File: config.mk
export PLATFORM = sky130hd
export DESIGN_NAME = byte_serial_adder64_flat
export DESIGN_NICKNAME = d
export VERILOG_FILES = /design/src/rtl/byte_serial_adder64_pkg.sv /design/src/rtl/byte_serial_adder64_if.sv /design/src/rtl/byte_serial_adder64_eight_bit_adder.sv /design/src/rtl/byte_serial_adder64.sv /design/src/flat_wrapper.sv
export SDC_FILE = /design/constraint.sdc
export NUM_CORES = 1
export LEC_CHECK = 0
export ABC_AREA = 1
export CAP_MARGIN = 20
export CORE_ASPECT_RATIO = 1.25
export CORE_MARGIN = 3
export CORE_UTILIZATION = 53
export CTS_BUF_LIST = sky130_fd_sc_hd__clkbuf_8
export DETAILED_ROUTE_END_ITERATION = 8
export HOLD_SLACK_MARGIN = 0.03
export PLACE_DENSITY = 0.83
export SLEW_MARGIN = 5
export SYNTH_ARGS = -nofsm -noshare
export SYNTH_HDL_FRONTEND = slang
export SYNTH_SLANG_ARGS = --single-unit
File: constraint.sdc
create_clock -name clk -period 3.3 [get_ports clk]
set_input_delay 0.66 -clock clk [delete_from_list [all_inputs] [get_ports clk]]
set_output_delay 0.66 -clock clk [all_outputs]
set_load 0.01 [all_outputs]
File: src/rtl/byte_serial_adder64_pkg.sv
// Shared state encoding and slice sizing for the byte-serial adder.
// Pure declarations; no logic, no latency, no flow control.
package byte_serial_adder64_pkg;

    localparam int SLICE_W = 8;

    typedef enum logic [1:0] {
        IDLE = 2'd0,
        ADD  = 2'd1,
        DONE = 2'd2
    } state_t;

    function automatic int nslice(input int width);
        return width / SLICE_W;
    endfunction

endpackage

File: src/rtl/byte_serial_adder64_if.sv
// Operand/result bundle for the byte-serial adder: start/busy/done handshake.
// Master drives operands and start; slave returns status and the result.
interface byte_serial_adder64_if #(
    parameter int WIDTH = 64
);
    logic             start;
    logic [WIDTH-1:0] a;
    logic [WIDTH-1:0] b;
    logic             cin;
    logic             busy;
    logic             done;
    logic [WIDTH-1:0] sum;
    logic             cout;
    logic             overflow;

    modport master (
        output start, a, b, cin,
        input  busy, done, sum, cout, overflow
    );

    modport slave (
        input  start, a, b, cin,
        output busy, done, sum, cout, overflow
    );
endinterface

File: src/rtl/byte_serial_adder64_eight_bit_adder.sv
// 8-bit ripple slice with carry in/out; t1/t2 expose propagate/generate for debug.
// Combinational, zero latency, no flow control.
module eight_bit_adder (
    input  logic [7:0] a,
    input  logic [7:0] b,
    input  logic       cin,
    output logic [7:0] sum,
    output logic       cout,
    output logic [7:0] t1,
    output logic [7:0] t2
);
    assign {cout, sum} = {1'b0, a} + {1'b0, b} + {8'd0, cin};
    assign t1 = a ^ b;
    assign t2 = a & b;
endmodule

File: src/rtl/byte_serial_adder64.sv
// Byte-serial WIDTH-bit adder reusing one 8-bit slice, LSB byte first.
// Latency NSLICE+1 cycles start-to-done; start is ignored while busy (no queueing).
module byte_serial_adder64
    import byte_serial_adder64_pkg::*;
#(
    parameter int WIDTH = 64
) (
    input  logic                 clk,
    input  logic                 rst_n,
    byte_serial_adder64_if.slave bus
);
    localparam int NSLICE = nslice(WIDTH);
    localparam int IDXW   = (NSLICE > 1) ? $clog2(NSLICE) : 1;
    localparam logic [IDXW-1:0] LAST_IDX = IDXW'(NSLICE - 1);

    state_t             state, state_nxt;
    logic [IDXW-1:0]    idx;
    logic               carry;
    logic [WIDTH-1:0]   a_reg, b_reg, sum_reg;
    logic               cout_reg, ovf_reg;
    logic [SLICE_W-1:0] sl_a, sl_b, sl_sum;
    logic               sl_cout;
    logic               accept, last;

    assign accept = bus.start && ((state == IDLE) || (state == DONE));
    assign last   = (state == ADD) && (idx == LAST_IDX);
    assign sl_a   = a_reg[idx*SLICE_W +: SLICE_W];
    assign sl_b   = b_reg[idx*SLICE_W +: SLICE_W];

    eight_bit_adder u_slice (
        .a    (sl_a),
        .b    (sl_b),
        .cin  (carry),
        .sum  (sl_sum),
        .cout (sl_cout),
        .t1   (),
        .t2   ()
    );

    always_comb begin
        state_nxt = state;
        case (state)
            IDLE:    if (bus.start) state_nxt = ADD;
            ADD:     if (idx == LAST_IDX) state_nxt = DONE;
            DONE:    state_nxt = bus.start ? ADD : IDLE;
            default: state_nxt = IDLE;
        endcase
    end

    always_ff @(posedge clk or negedge rst_n) begin
        if (!rst_n) begin
            state    <= IDLE;
            idx      <= '0;
            carry    <= 1'b0;
            a_reg    <= '0;
            b_reg    <= '0;
            sum_reg  <= '0;
            cout_reg <= 1'b0;
            ovf_reg  <= 1'b0;
        end else begin
            state <= state_nxt;
            if (accept) begin
                a_reg <= bus.a;
                b_reg <= bus.b;
                carry <= bus.cin;
                idx   <= '0;
            end else if (state == ADD) begin
                sum_reg[idx*SLICE_W +: SLICE_W] <= sl_sum;
                carry <= sl_cout;
                idx   <= last ? '0 : idx + IDXW'(1);
                // Signed overflow: like-signed operands producing a result of the other sign.
                if (last) begin
                    cout_reg <= sl_cout;
                    ovf_reg  <= (a_reg[WIDTH-1] == b_reg[WIDTH-1]) &&
                                (sl_sum[SLICE_W-1] != a_reg[WIDTH-1]);
                end
            end
        end
    end

    assign bus.busy     = (state == ADD);
    assign bus.done     = (state == DONE);
    assign bus.sum      = sum_reg;
    assign bus.cout     = cout_reg;
    assign bus.overflow = ovf_reg;

endmodule

File: src/flat_wrapper.sv
// flat-port wrapper written by rule: the top's interface ports become plain ports
module byte_serial_adder64_flat import byte_serial_adder64_pkg::*;
#(
    parameter int WIDTH = 64
)
  (clk, rst_n, bus_start, bus_a, bus_b, bus_cin, bus_busy, bus_done, bus_sum, bus_cout, bus_overflow);
  byte_serial_adder64_if #(.WIDTH(WIDTH)) bus_i ();
  input  logic clk;
  input  logic rst_n;
  input wire logic [$bits(bus_i.start)-1:0] bus_start;
  input wire logic [$bits(bus_i.a)-1:0] bus_a;
  input wire logic [$bits(bus_i.b)-1:0] bus_b;
  input wire logic [$bits(bus_i.cin)-1:0] bus_cin;
  output wire logic [$bits(bus_i.busy)-1:0] bus_busy;
  output wire logic [$bits(bus_i.done)-1:0] bus_done;
  output wire logic [$bits(bus_i.sum)-1:0] bus_sum;
  output wire logic [$bits(bus_i.cout)-1:0] bus_cout;
  output wire logic [$bits(bus_i.overflow)-1:0] bus_overflow;
  assign bus_i.start = bus_start;
  assign bus_i.a = bus_a;
  assign bus_i.b = bus_b;
  assign bus_i.cin = bus_cin;
  assign bus_busy = bus_i.busy;
  assign bus_done = bus_i.done;
  assign bus_sum = bus_i.sum;
  assign bus_cout = bus_i.cout;
  assign bus_overflow = bus_i.overflow;
  byte_serial_adder64 #(.WIDTH(WIDTH)) u_core (.clk(clk), .rst_n(rst_n), .bus(bus_i));
endmodule
==> summary.md <==
| Metric | Value |
|---|---|
| Data required, critical path | 3.70 ns |
| DIE HEIGHT | 154.4 µm |
| CTS sink count | 200 |
| Min-delay worst type | in2async |
| Peak VDD IR | 0.0006647 V |
| Crit Path Max Fanout | 19 |
| Least-Margin Pin Slew | 0.7379 ns |
| Routed WL | 23790 µm |
| FMAX | 0.3235 GHz |
| Final Hold Viols | 0 |
| Share of cells above drive strength 1 | 19.26% |
| Router iterations before antenna repair | 5 |
| Syn nets | 1059 |
| Mux share of post-synthesis cell area | 15.19% |
| Part of the Yosys area used for sequential elements | 53.59% |
| Total Nets Final | 1248 |
| Number of antenna violations at the first check in global routing | 0 |
| # DRC | 0 |
| FILL cells | 1266 |
| Mean routed wirelength per cell | 17.87 µm |
| Flop2flop setup slack | 0.21 ns |
| Clk buf depth | 2 |
| Post-Synthesis Cells | 911 |
| Vias in the first global route | 7504 |
| Yosys warns | 0 |
| Post-Syn Area | 0.009339 mm² |
| PwrDens | 1102 mW/mm² |
| Post-synthesis register bit count | 200 |
| Crit-path cells | inv_4 -> buf_4 -> o21ai_0 -> o22ai_1 -> nor2_1 -> a31oi_1 -> ha_1 -> nand2_1 -> inv_1 -> a21oi_1 -> nand2_1 -> nand2_1 -> nand3_1 -> nor2_2 -> nand3_1 -> nand2_1 |
| Syn_area_per_cell | 10.25 µm² |
| Post-Synth XOR/XNOR Area | 0.2814% |
| Critical path arrival | 3.49 ns |
| Root Driver | clkbuf_8 |
| Multi-input gate area | 0.003895 mm² |
| Slew Limit Fails | 0 |
| Max-Cap Viols | 0 |
| Status | finished, final reports clean |
| Ant diodes | 0 |
| Critical Path End Type | flop |
| Fin crit share | 93.68% |
| Io pins | 200 |
| Adder-cell share of the synthesized area | 2.304% |
| Largest family of logic cells by synthesized area | simple AND/OR/NAND/NOR gates |
| Chip width | 124.7 µm |
| Register area | 0.005007 mm² |
| RSZ-0062 raised after global routing | no |
| Vias/cell | 5.452 |
| Clk Latency, worst-skew pair | 0.46 ns |
| H-Tree Depth | 4 |
| Standard-cell rows | 53 |
| Dpl ws | 0.1648 ns |
| Reg clk slew, reported paths | 0.10 ns |
| CTS tree | done |
| Die area | 0.01926 mm² |
| Routability cong. | 0.8743 |
| Post-route ant nets | 0 |
| Placed Instances | 1300 |
| Static Leak | 0.005364 µW |
| DP HPWL | 17840 µm |
| Final min period | 3.091 ns |
| Final setup fails | 0 |
| Core Region | 0.01704 mm² |
| Non-filler cells, final | 1331 |
| Cts hold-fix bufs | 0 |
| Setup TNS | 0 ns |
| Crit-path slowest cell | dfrtp_2 |
| Global route overflow | 0 |
| Startpoint types | flop |
| CP peak stage delay | 0.47 ns |
| Routed via count | 7257 |
| Largest net degree at the start of global routing | 90 |
| Crit Path Class | reg2reg |
| DRT iter0 DRCs | 526 |
| CTS buffer count | 17 |
| Fin Clk Skew | 0.01229 ns |
| First-pass GRT wire length | 37980 µm |
| Initial Util | 54.80% |
| Simple-gate share of the synthesized area | 15.45% |
| Synth Area in Compound Gates | 8.347% |
| GRT Total Usage | 24.83% |
| Fin worst setup slack | 0.2086 ns |
| Synth cell types | 38 |
| Area Overhead vs Synth | 28.20% |
| Max-Slew Margin vs Limit | 50.80% |
| I/O Buffers | 199 |
| Post-CTS Setup Inserts | 0 |
| Cell mode on critical path | nand2_1 |
-- final cells by class --
type	count	share of cell area (%)
inverter	47	1.557
clock buffer	20	2.299
timing repair buffer	217	18.46
multi-input combinational	616	32.53
tap	220	2.299
clock inverter	10	0.9928
timing repair inverter	1	0.04180
sequential	200	41.82
-- worst max-delay path, delay by kind of cell (launching register included) --
kind	cells	cell delay [ns]
AO/OA/AOI/OAI	4	0.88
adder cells (fa/ha/maj)	1	0.36
AND/OR/NAND/NOR	8	0.89
flip-flops	1	0.47
buffers and inverters	3	0.43
-- cells in the mapped netlist --
library cell / count / share of area [%]
buf_1: 1 / 0.040
buf_6: 4 / 0.48
o21ai_1: 15 / 0.80
nor2_8: 1 / 0.21
nand3_4: 1 / 0.19
nor3_4: 6 / 1.0
xnor2_1: 1 / 0.094
and2_1: 1 / 0.067
buf_2: 18 / 0.96
nor3_1: 4 / 0.21
a21oi_1: 8 / 0.43
o22ai_1: 19 / 1.3
or2_1: 1 / 0.067
clkbuf_1: 15 / 0.60
buf_4: 10 / 0.80
mux2_2: 126 / 15
nand2_4: 2 / 0.24
nand3b_1: 1 / 0.080
a32o_1: 1 / 0.11
inv_4: 2 / 0.13
o211ai_1: 2 / 0.16
nand4_1: 4 / 0.27
xor2_1: 2 / 0.19
o21bai_1: 1 / 0.080
dfrtp_1: 200 / 54
nor2_1: 121 / 4.9
a31oi_1: 14 / 0.94
nand2_1: 160 / 6.4
inv_2: 10 / 0.40
nor3_2: 1 / 0.11
fa_1: 2 / 0.43
inv_1: 35 / 1.4
nor4_2: 1 / 0.13
o21ai_0: 71 / 3.8
ha_1: 14 / 1.9
o21ai_2: 8 / 0.75
nor2_2: 2 / 0.13
nand3_1: 26 / 1.4
-- final timing paths --
| check | from | to | cells past startpoint |
|---|---|---|---|
| max in group asynchronous | rst_n | u_core.a_reg[22] | 2 |
| worst min-delay path | rst_n | u_core.a_reg[57] | 1 |
| min in group clk | u_core.bus.sum[40] | u_core.bus.sum[40] | 2 |
| worst min register to register | u_core.bus.sum[40] | u_core.bus.sum[40] | 2 |
| worst max-delay path | u_core.idx[0] | u_core.bus.sum[15] | 16 |
| worst max register to register | u_core.idx[0] | u_core.bus.sum[15] | 16 |
-- metal layers --
layer	wire, µm	vias up	part of all wire (%)	global-route usage, %
met4	865	0	3.6	10.91
met3	1013	51	4.3	4.145
met1	9571	3532	40	30.07
met5	0	-	0	0
met2	12340	245	52	43.79
li1	-	3429	-	-
-- power breakdown --
group / total (µW) / switching, µW / internal, µW / leakage (µW)
Clock: 1570 / 837 / 732 / 0.000205
Combinational: 7380 / 4340 / 3040 / 0.00270
Sequential: 4240 / 677 / 3570 / 0.00246
-- cell usage in the layout (no fill, tap or decap), types with 2 or more instances in the layout --
master | netlist | layout
nor2_1 | 121 | 119
nand2_1 | 160 | 159
nand4_1 | 4 | 4
o21ai_0 | 71 | 71
inv_4 | 2 | 2
clkinv_4 | 0 | 2
fa_1 | 2 | 2
clkdlybuf4s50_1 | 0 | 198
nand2_4 | 2 | 3
mux2_2 | 126 | 126
xor2_1 | 2 | 2
clkinv_2 | 0 | 3
o21ai_2 | 8 | 8
nor2_2 | 2 | 4
ha_1 | 14 | 14
inv_1 | 35 | 36
o211ai_1 | 2 | 2
buf_4 | 10 | 11
buf_12 | 0 | 6
o21ai_1 | 15 | 15
o22ai_1 | 19 | 19
bufinv_16 | 0 | 2
a31oi_1 | 14 | 14
clkbuf_8 | 0 | 21
nand3_1 | 26 | 26
nor3_1 | 4 | 4
dfrtp_2 | 0 | 2
nor3_4 | 6 | 6
dfrtp_1 | 200 | 198
inv_2 | 10 | 9
a21oi_1 | 8 | 8
inv_6 | 0 | 2
-- per-stage QoR --
step	hold WS, ns	total power [µW]	util (%)	instance area [µm²]
floorplan	0.3644	8978	-	9339
global placement	0.4541	11300	67.82	11560
detailed placement	0.4599	11560	67.82	11560
CTS	0.2559	13150	70.13	11950
global route	0.2858	14130	70.25	11970
finish	0.2341	13200	70.25	11970
-- repair_timing --
action                                 in CTS  in global routing
endpoints found under the hold margin       0                  0
setup endpoints to repair                   0                 16
gates resized for setup                     0                  8
-- logic make-up (layout without fill, tap and decap cells) --
logic type	count (synthesis)	in the layout
fa+ha+maj	16	16
buf+inv	95	295
mux	126	126
flops	200	200
compound gates	139	139
xor+xnor	3	3
simple gates	332	332
(Power assumes the default switching activity.)
